<file path="config.mk">
export PLATFORM = sky130hd
export DESIGN_NAME = rv32_mmio_uart_tx_flat
export DESIGN_NICKNAME = d
export VERILOG_FILES = /design/src/rtl/rv32_mmio_uart_tx_if.sv /design/src/rtl/rv32_mmio_uart_tx.sv /design/src/flat_wrapper.sv
export SDC_FILE = /design/constraint.sdc
export NUM_CORES = 1
export LEC_CHECK = 0
export ABC_AREA = 0
export BUFFER_PORTS_ARGS = -buffer_cell sky130_fd_sc_hd__clkbuf_2
export CAP_MARGIN = 20
export CORE_UTILIZATION = 35
export CTS_BUF_LIST = sky130_fd_sc_hd__clkbuf_4
export DETAILED_ROUTE_END_ITERATION = 8
export SLEW_MARGIN = 20
export SYNTH_ARGS = -nofsm -noshare
export SYNTH_HDL_FRONTEND = slang
export SYNTH_SLANG_ARGS = --single-unit
export TNS_END_PERCENT = 100
</file>
<file path="constraint.sdc">
create_clock -name clk -period 2.5 [get_ports clk]
set_input_delay 0.125 -clock clk [delete_from_list [all_inputs] [get_ports clk]]
set_output_delay 0.125 -clock clk [all_outputs]
set_load 0.05 [all_outputs]
</file>
<file path="src/rtl/rv32_mmio_uart_tx_if.sv">
// Shared bus types plus the MMIO slot interface (core request in, done/read data out).
package rv32_mmio_uart_tx_pkg;
  typedef logic [31:0] rv32_word;
  typedef enum logic [1:0] {MEM_NONE, MEM_READ, MEM_WRITE} mem_op_e;
  typedef struct packed {
    rv32_word addr;
    rv32_word data;
    mem_op_e  op;
  } memory_request_t;
endpackage

interface rv32_mmio_uart_tx_if;
  import rv32_mmio_uart_tx_pkg::*;
  memory_request_t data_request;
  logic            request_done;
  rv32_word        read_data;

  modport master (output data_request, input request_done, input read_data);
  modport slave  (input data_request, output request_done, output read_data);
endinterface

</file>
<file path="src/rtl/rv32_mmio_uart_tx.sv">
// MMIO UART transmitter: 4-register window, TX FIFO, 8N1 shifter with per-frame divisor latch.
module rv32_mmio_uart_tx
  import rv32_mmio_uart_tx_pkg::*;
#(
  parameter logic [31:0] BASE_ADDR   = 32'h1000_0000,
  parameter int          FIFO_DEPTH  = 8,
  parameter logic [15:0] DEFAULT_DIV = 16'd433
) (
  input  logic                 clk,
  input  logic                 resetn,
  rv32_mmio_uart_tx_if.slave   mmio,
  output logic                 uart_tx,
  output logic                 tx_idle
);
  localparam int              AW       = $clog2(FIFO_DEPTH);
  localparam int              STAGES   = 1;
  localparam logic [AW:0]     LVL_FULL = (AW+1)'(FIFO_DEPTH);
  localparam logic [AW:0]     LVL_ONE  = (AW+1)'(1);
  localparam logic [AW-1:0]   PTR_ONE  = AW'(1);

  typedef enum logic [1:0] {S_IDLE, S_START, S_DATA, S_STOP} state_e;

  // ---- bus decode ----
  logic       hit, wr, push_req, div_wr, ovf_clr;
  logic [1:0] off;
  logic       unused_bits;

  assign hit      = (mmio.data_request.op == MEM_READ || mmio.data_request.op == MEM_WRITE)
                 && (mmio.data_request.addr[31:4] == BASE_ADDR[31:4]);
  assign wr       = hit && (mmio.data_request.op == MEM_WRITE);
  assign off      = mmio.data_request.addr[3:2];
  assign push_req = wr && (off == 2'd0);
  assign div_wr   = wr && (off == 2'd2);
  assign ovf_clr  = wr && (off == 2'd1) && mmio.data_request.data[3];
  assign unused_bits = ^{mmio.data_request.addr[1:0], mmio.data_request.data[31:16]};

  // ---- response pipeline: done one cycle after the hit, data one cycle later ----
  logic [STAGES:0] vld_pipe;
  logic            rd_q;
  logic [1:0]      off_q;
  logic [15:0]     divisor;
  logic            overflow;
  logic [AW:0]     level;
  logic            full, empty, busy, pop, accept;
  logic [31:0]     status_word;
  state_e          state, state_d;

  assign vld_pipe[0] = hit;
  assign mmio.request_done = vld_pipe[STAGES];

  always_ff @(posedge clk) begin
    if (!resetn) begin
      vld_pipe[STAGES:1] <= '0;
      rd_q               <= 1'b0;
      off_q              <= 2'd0;
    end else begin
      vld_pipe[STAGES:1] <= vld_pipe[STAGES-1:0];
      rd_q               <= hit && (mmio.data_request.op == MEM_READ);
      off_q              <= off;
    end
  end

  assign full        = (level == LVL_FULL);
  assign empty       = (level == '0);
  assign busy        = (state != S_IDLE);
  assign status_word = {16'h0, 8'(level), 4'h0, overflow, busy, empty, full};

  always_ff @(posedge clk) begin
    if (!resetn) begin
      mmio.read_data <= '0;
    end else if (vld_pipe[STAGES] && rd_q) begin
      case (off_q)
        2'd1:    mmio.read_data <= status_word;
        2'd2:    mmio.read_data <= {16'h0, divisor};
        default: mmio.read_data <= '0;
      endcase
    end
  end

  // ---- control registers ----
  always_ff @(posedge clk) begin
    if (!resetn) begin
      divisor  <= DEFAULT_DIV;
      overflow <= 1'b0;
    end else begin
      if (div_wr) divisor <= mmio.data_request.data[15:0];
      if (ovf_clr) overflow <= 1'b0;
      else if (push_req && full && !pop) overflow <= 1'b1;
    end
  end

  // ---- TX FIFO; a same-cycle pop frees the slot for a write to a full FIFO ----
  logic [7:0]    fifo_mem [FIFO_DEPTH];
  logic [AW-1:0] wr_ptr, rd_ptr;

  assign accept = push_req && (!full || pop);

  always_ff @(posedge clk) begin
    if (accept) fifo_mem[wr_ptr] <= mmio.data_request.data[7:0];
  end

  always_ff @(posedge clk) begin
    if (!resetn) begin
      wr_ptr <= '0;
      rd_ptr <= '0;
      level  <= '0;
    end else begin
      if (accept) wr_ptr <= wr_ptr + PTR_ONE;
      if (pop)    rd_ptr <= rd_ptr + PTR_ONE;
      case ({accept, pop})
        2'b10:   level <= level + LVL_ONE;
        2'b01:   level <= level - LVL_ONE;
        default: ;
      endcase
    end
  end

  // ---- shifter ----
  logic [15:0] cnt, cnt_d, div_lat, div_lat_d;
  logic [2:0]  bit_idx, bit_d;
  logic [7:0]  shreg, sh_d;
  logic        tx_q, tx_d, load;

  always_ff @(posedge clk) begin
    if (!resetn) begin
      state   <= S_IDLE;
      cnt     <= '0;
      div_lat <= '0;
      bit_idx <= '0;
      shreg   <= '0;
      tx_q    <= 1'b1;
    end else begin
      state   <= state_d;
      cnt     <= cnt_d;
      div_lat <= div_lat_d;
      bit_idx <= bit_d;
      shreg   <= sh_d;
      tx_q    <= tx_d;
    end
  end

  // tx_d is the line value for the next cycle, so uart_tx comes straight from tx_q.
  always_comb begin
    state_d   = state;
    cnt_d     = cnt;
    div_lat_d = div_lat;
    bit_d     = bit_idx;
    sh_d      = shreg;
    tx_d      = tx_q;
    load      = 1'b0;
    pop       = 1'b0;
    case (state)
      S_IDLE: begin
        tx_d = 1'b1;
        if (!empty) load = 1'b1;
      end
      S_START: begin
        tx_d = 1'b0;
        if (cnt == '0) begin
          state_d = S_DATA;
          cnt_d   = div_lat;
          bit_d   = 3'd0;
          tx_d    = shreg[0];
        end else begin
          cnt_d = cnt - 16'd1;
        end
      end
      S_DATA: begin
        if (cnt == '0) begin
          cnt_d = div_lat;
          if (bit_idx == 3'd7) begin
            state_d = S_STOP;
            tx_d    = 1'b1;
          end else begin
            bit_d = bit_idx + 3'd1;
            sh_d  = {1'b0, shreg[7:1]};
            tx_d  = shreg[1];
          end
        end else begin
          cnt_d = cnt - 16'd1;
        end
      end
      S_STOP: begin
        tx_d = 1'b1;
        if (cnt == '0) begin
          if (!empty) load = 1'b1;
          else        state_d = S_IDLE;
        end else begin
          cnt_d = cnt - 16'd1;
        end
      end
      default: state_d = S_IDLE;
    endcase
    if (load) begin
      pop       = 1'b1;
      sh_d      = fifo_mem[rd_ptr];
      div_lat_d = divisor;
      cnt_d     = divisor;
      state_d   = S_START;
      tx_d      = 1'b0;
    end
  end

  assign uart_tx = tx_q;
  assign tx_idle = empty && (state == S_IDLE);
endmodule

</file>
<file path="src/flat_wrapper.sv">
// flat-port wrapper written by rule: the top's interface ports become plain ports
module rv32_mmio_uart_tx_flat import rv32_mmio_uart_tx_pkg::*;
#(
  parameter logic [31:0] BASE_ADDR   = 32'h1000_0000,
  parameter int          FIFO_DEPTH  = 8,
  parameter logic [15:0] DEFAULT_DIV = 16'd433
)
  (clk, resetn, uart_tx, tx_idle, mmio_data_request, mmio_request_done, mmio_read_data);
  rv32_mmio_uart_tx_if mmio_i ();
  input  logic clk;
  input  logic resetn;
  output logic uart_tx;
  output logic tx_idle;
  input wire logic [$bits(mmio_i.data_request)-1:0] mmio_data_request;
  output wire logic [$bits(mmio_i.request_done)-1:0] mmio_request_done;
  output wire logic [$bits(mmio_i.read_data)-1:0] mmio_read_data;
  assign mmio_i.data_request = mmio_data_request;
  assign mmio_request_done = mmio_i.request_done;
  assign mmio_read_data = mmio_i.read_data;
  rv32_mmio_uart_tx #(.BASE_ADDR(BASE_ADDR), .FIFO_DEPTH(FIFO_DEPTH), .DEFAULT_DIV(DEFAULT_DIV)) u_core (.clk(clk), .resetn(resetn), .mmio(mmio_i), .uart_tx(uart_tx), .tx_idle(tx_idle));
endmodule
</file>
### Yosys cells after proc, flatten, opt, wreduce, memory -nomap -nowiden

Memories as Yosys holds them, arrays and structs flattened. A register that Yosys moved wholly into a read port is not among the register bits.
Cells that the tools add are included.

* word-level logic and storage cells: 122
* register bits after elaboration: 109
* memory bits (read-only): 0
* input port bits: 68
* memories: 1
* bits in latches: 0
* memory bits (writable): 64

* div/mod/pow operators: 0
* multiply operators: 0
* reductions and logical operators: 37
* equal/unequal tests: 27
* muxes and demuxes: 34
* magnitude comparators: 0
* $add $sub $neg: 6
* bitwise gates (word level): 1
* shift operators: 0

Memories
* u_core.fifo_mem: words 8, bits a word 8, read ports 1, clocked after memory_dff 1, wr ports 1, line rv32_mmio_uart_tx.sv:93 `logic [7:0] fifo_mem [FIFO_DEPTH];`

Operator list (count)
* $pmux W16 S2: 2
* $mux W16: 3
* $mux W8: 4
* $eq A28 B25 Y1 const B: 1
* $logic_not A16 Y1: 1
* $sub A16 B1 Y16 const B: 1
* $mux W3: 5
* $ne A3 B1 Y1 const B: 5
* $eq A2 B2 Y1 const B: 6
* $logic_and A1 B1 Y1: 12
* $ne A2 B1 Y1 const B: 6
* $reduce_and A6 Y1: 2
* $eq A2 B1 Y1 const B: 5
* $mux W1: 10
* $mux W2: 5
* $reduce_bool A2 Y1: 5
* $add A3 B1 Y3 const B: 3
* $pmux W4 S2: 1
* $reduce_or A2 Y1: 4
* $pmux W2 S3: 1
* $pmux W3 S2: 1
* $reduce_bool A3 Y1: 2
* $add A4 B1 Y4 const B: 1
* $eq A4 B4 Y1 const B: 1
* 15 further kinds: 18

### Longest topological paths before layout

* depth after elaboration: 9
* depth in mapped cells: 13

### Worst setup path after synthesis

OpenSTA, ideal clock, no wires.

* kind: reg-to-reg
* start: reg u_core.cnt[0]
* end: mem u_core.fifo_mem[4][0], enable pin
* cell stages (with the launch flop): 10
* clock period less this slack: 2.761 ns
* arrival: 2.378 ns
* slack: -0.261 ns
* data required time: 2.117 ns
* library setup time: 0.383 ns
* path through: dfxtp_1 > inv_1 > ha_1 > nor3b_1 > and3_1 > buf_2 > a31o_2 > buf_2 > o211ai_1 > nor3_1

* longest elaborated chain between the ends: 8

Ends and longest elaborated chain
* from (decl): line rv32_mmio_uart_tx.sv:119 `logic [15:0] cnt, cnt_d, div_lat, div_lat_d;`
* from (signal assigned): line rv32_mmio_uart_tx.sv:134 `cnt <= cnt_d;`
* $logic_not A16 Y1: line rv32_mmio_uart_tx.sv:185 `if (cnt == '0) begin`
* $mux W1: line rv32_mmio_uart_tx.sv:185
* $pmux W1 S2: line rv32_mmio_uart_tx.sv:152 `case (state)`
* $mux W1: line rv32_mmio_uart_tx.sv:194 `if (load) begin`
* $logic_or A1 B1 Y1: line rv32_mmio_uart_tx.sv:96 `assign accept = push_req && (!full || pop);`
* $logic_and A1 B1 Y1: line rv32_mmio_uart_tx.sv:96
* $mux W1: line rv32_mmio_uart_tx.sv:99 `if (accept) fifo_mem[wr_ptr] <= mmio.data_request.data[7:0];`
* $mux W1 (implied by the code): line rv32_mmio_uart_tx.sv:99
* to (decl): line rv32_mmio_uart_tx.sv:93

Every way passes these cells.

### Worst setup path in the final report

* start: in mmio_data_request[1]
* end: reg u_core.level[3]

* longest elaborated chain between the ends: 8
* elaborated cells between the ends (all ways): 11
* those cells by class: 4 x eq/ne; 1 x mux; 6 x reduce/logical

Ends and longest elaborated chain
* from (decl): line flat_wrapper.sv:14 `input wire logic [$bits(mmio_i.data_request)-1:0] mmio_data_request;`
* $eq A2 B1 Y1 or $eq A2 B2 Y1 (tied branches): line rv32_mmio_uart_tx.sv:28, rv32_mmio_uart_tx.sv:30
* $logic_or A1 B1 Y1: line rv32_mmio_uart_tx.sv:28 `assign hit = (mmio.data_request.op == MEM_READ || mmio.data_request.op == MEM_WRITE)`
* $logic_and A1 B1 Y1: line rv32_mmio_uart_tx.sv:29 `&& (mmio.data_request.addr[31:4] == BASE_ADDR[31:4]);`
* $logic_and A1 B1 Y1 (*): line rv32_mmio_uart_tx.sv:30 `assign wr = hit && (mmio.data_request.op == MEM_WRITE);`
* $logic_and A1 B1 Y1 (*): line rv32_mmio_uart_tx.sv:32 `assign push_req = wr && (off == 2'd0);`
* $logic_and A1 B1 Y1 (*): line rv32_mmio_uart_tx.sv:96
* $eq A2 B1 Y1 or $eq A2 B2 Y1 (tied branches): line rv32_mmio_uart_tx.sv:110 `case ({accept, pop})`
* $pmux W4 S2 or $reduce_bool A2 Y1 (tied branches)
* to (signal assigned): line rv32_mmio_uart_tx.sv:111 `2'b10: level <= level + LVL_ONE;`
* to (signal assigned): line rv32_mmio_uart_tx.sv:112 `2'b01: level <= level - LVL_ONE;`
* to (decl): line rv32_mmio_uart_tx.sv:43 `logic [AW:0] level;`

Every way passes the cells marked *; elsewhere a longest branch is shown, timed or not.
A chain may end at the register's enable or synchronous reset.

==> impl_metrics.tcl <==
set metrics [dict create \
    fillCellCount 1988 \
    h-tree-depth 4 \
    hp-class "primary input to register" \
    netlist_instances 695 \
    place_area_mm2 0.00823 \
    syn-cell-area_mm2 0.00726 \
    fin_skew_ps 21.6 \
    power_frac_seq_pct 38.1 \
    place_congestion 0.828 \
    post-route-period-util_pct 97.7 \
    p_sw_mw 3.10 \
    drt_wl_total_um 17400 \
    hp-start "mmio_data_request[43]" \
    synth.area.top_cells "dfxtp_1 (26%), edfxtp_1 (26%), nand2_1 (5.4%)" \
    fin_util_pct 43.8 \
    r2r-start "u_core.cnt[0]" \
    status "completed" \
    initial_core_util_pct 35.8 \
    grt_max_degree 37 \
    yosysTopAreaCellShare_pct 26.5 \
    fmax_mhz 409 \
    viasPerCell 5.14 \
    synth_area_leader_cell "dfxtp_1" \
    wl_per_cell_um 15.6 \
    period_needed_ps 2440 \
    ios 103 \
    r2r-end "u_core.level[3]" \
    max_slew_margin_pct 54.5 \
    vias 5732 \
    dieArea_mm2 0.0213 \
    min_path_cells 6 \
    finalSetupTns_ps 0 \
    grt_pass1_vias 5402 \
    synth_commonest_cells "nand2_1 (104), dfxtp_1 (96), edfxtp_1 (64)" \
    p_clk_share_pct 21.4 \
    min_to "u_core.overflow" \
    clk_latency_ps 590 \
    hold_viol 0 \
    endpoint_kind "register" \
    switching_share_pct 38.4 \
    ys_types 69 \
    r2r_setup_slack_ps 100 \
    worstPathMaxFanout 2 \
    power.density_mw_per_mm2 906 \
    ys_ff_latch 160 \
    io_buffers 68 \
    grt_pass1_wl_um 28200 \
    stdcell_count 1116 \
    worstPathArrival_ps 2900 \
    ff_latch_area_mm2 0.00385 \
    worst_slew_pin_slew_ps 681 \
    dp_hpwl_um 12000 \
    leakage_nw 3.27 \
    seq_area_frac_synth_pct 52.9 \
    p_total_mw 8.06 \
    cts_tree "yes" \
    max-vdd-ir-drop_v 0.000374 \
    crit_path_start_kind "primary input" \
    clk_pin_slew_ps 140 \
    synth_edf_count 64 \
    ant_nets 0 \
    combPwrFrac_pct 40.6 \
    synthArstFlopShare_pct 0 \
    critPathKind "primary input to register" \
    synth.avg_cell_area_um2 10.4 \
    cts.path.max_buffers 2 \
    dieHeight_um 146 \
    rr_worst_depth 12 \
    fin_area_mm2 0.00889 \
    critPathRequiredTime_ps 2960 \
    rows 52 \
    grt_util_all_layers_pct 17.0 \
    fin_nets 918 \
    drc 0 \
    multi_input_area_mm2 0.00320 \
    cts_root_buffer "clkbuf_4" \
    first_iter_violations 389 \
    die_w_um 146 \
    maxCapViolCount 0 \
    dp_cells 1055 \
    syn2layout_area_growth_pct 22.4 \
    grt-ovfl-total 0 \
    p_int_mw 4.96 \
    first_pass_iters 5 \
    synthFlopType "dfxtp_1" \
    cts_made_buffers 17 \
    setup_viol 0 \
    drv_slew 0 \
    yosys_warnings 0 \
    antenna_found_initial 1 \
    yosysMostFrequentCell "nand2_1" \
    rsz0062_at_grt "true" \
    cts.sinks 160 \
    drive_gt1_share_pct 25.7 \
    core-area_mm2 0.0203 \
]
## cell families after synthesis
group | Yosys count | share of synthesized area (%)
flops | 160 | 52.9
buf+inv | 75 | 5.05
compound gates | 159 | 13.7
mux | 30 | 6.94
fa+ha+maj | 17 | 3.03
other cells | 1 | 0.0516
simple gates | 248 | 17.6
xor+xnor | 5 | 0.603
## layer usage
metal | vias to the layer above | GRT usage [%] | wire, um
met5 | - | 0 | 0
met4 | 0 | 6.35 | 299
met3 | 20 | 3.56 | 772
met2 | 171 | 27.6 | 8360
met1 | 2734 | 22.2 | 7970
li1 | 2807 | - | -
## worst max path at each step
stage	startpoint	end	depth (start not counted)
final	mmio_data_request[1]	u_core.level[3]	13
after global routing	mmio_data_request[1]	u_core.level[3]	13
after CTS	u_core.cnt[0]	u_core.level[3]	12
after detailed placement	mmio_data_request[0]	u_core.level[3]	13
after global placement	mmio_data_request[0]	u_core.level[3]	13
after floorplan	mmio_data_request[0]	u_core.fifo_mem[1][0]	7
## timing repair
action	4_1_cts	5_1_grt
gates cloned	0	0
pin swaps	0	6
buffers inserted	0	4
gates resized for setup	1	12
setup endpoints to repair	1	6
endpoints found under the hold margin	86	0
hold buffers	25	0
## sequential cells by signal (all words and copies together), names as in the netlist, named ones only
name / count
u_core.cnt: 16
u_core.uart_tx: 1
u_core.wr_ptr: 3
u_core.off_q: 2
u_core.mmio.read_data: 16
u_core.rd_q: 1
u_core.mmio.request_done: 1
u_core.overflow: 1
u_core.div_lat: 16
u_core.bit_idx: 3
u_core.rd_ptr: 3
u_core.fifo_mem: 64
u_core.shreg: 8
u_core.level: 4
u_core.divisor: 16
u_core.state: 2
## per-stage QoR
step	setup slack, ps	hold slack [ps]
after floorplan	-42.7	224
after global placement	-45.2	356
after detailed placement	-67.0	362
after CTS	14.1	18.6
after global routing	-125	73.9
final	57.1	64.5
## power groups by stage
stage	clock (mW)	sequential [mW]	combinational [mW]
final	1.72	3.07	3.27
after global routing	1.87	3.09	3.59
after CTS	1.76	3.06	3.14
after detailed placement	0	3.12	3.09
after global placement	0	3.12	3.08
after floorplan	0	3.13	2.05
## layout by cell type (no fill, tap or decap), types with 4 or more instances in the layout
master	instances
a22oi_1	12
o211ai_1	6
buf_4	62
a21oi_1	53
ha_1	15
inv_6	5
mux4_2	16
nor3_1	7
conb_1	16
inv_1	21
dfxtp_1	93
clkbuf_2	68
nor2b_1	7
inv_8	5
nor4_4	4
nor3_2	4
edfxtp_1	64
nor4_1	8
nand3_1	24
dlygate4sd3_1	25
a211oi_1	14
o21ai_0	33
or3_1	6
a22o_1	5
nand2_1	104
mux2i_1	11
and2_1	6
nor2_1	39
clkbuf_4	17
a31oi_1	7
nand4_1	5
## final cells by class
cell class	instances	area share, %
diodes	1	0.0281
clock buffers	17	1.44
clock inverters	14	2.17
inverters	22	0.929
multi-input cells	475	36.0
flip-flops and latches	160	43.3
well taps	270	3.80
repair buffers	157	12.3
## critical path, stage by stage
cell	delay, ps
dlygate4sd3_1	540
clkbuf_2	120
ha_1	280
nor4_2	180
nand4_1	200
nor4b_4	350
nor2_2	70
ha_1	270
a21o_1	170
a21o_1	190
nor3_2	160
o21ai_1	90
nor3b_2	150
No activity file was read; power rests on OpenSTA's default activity.
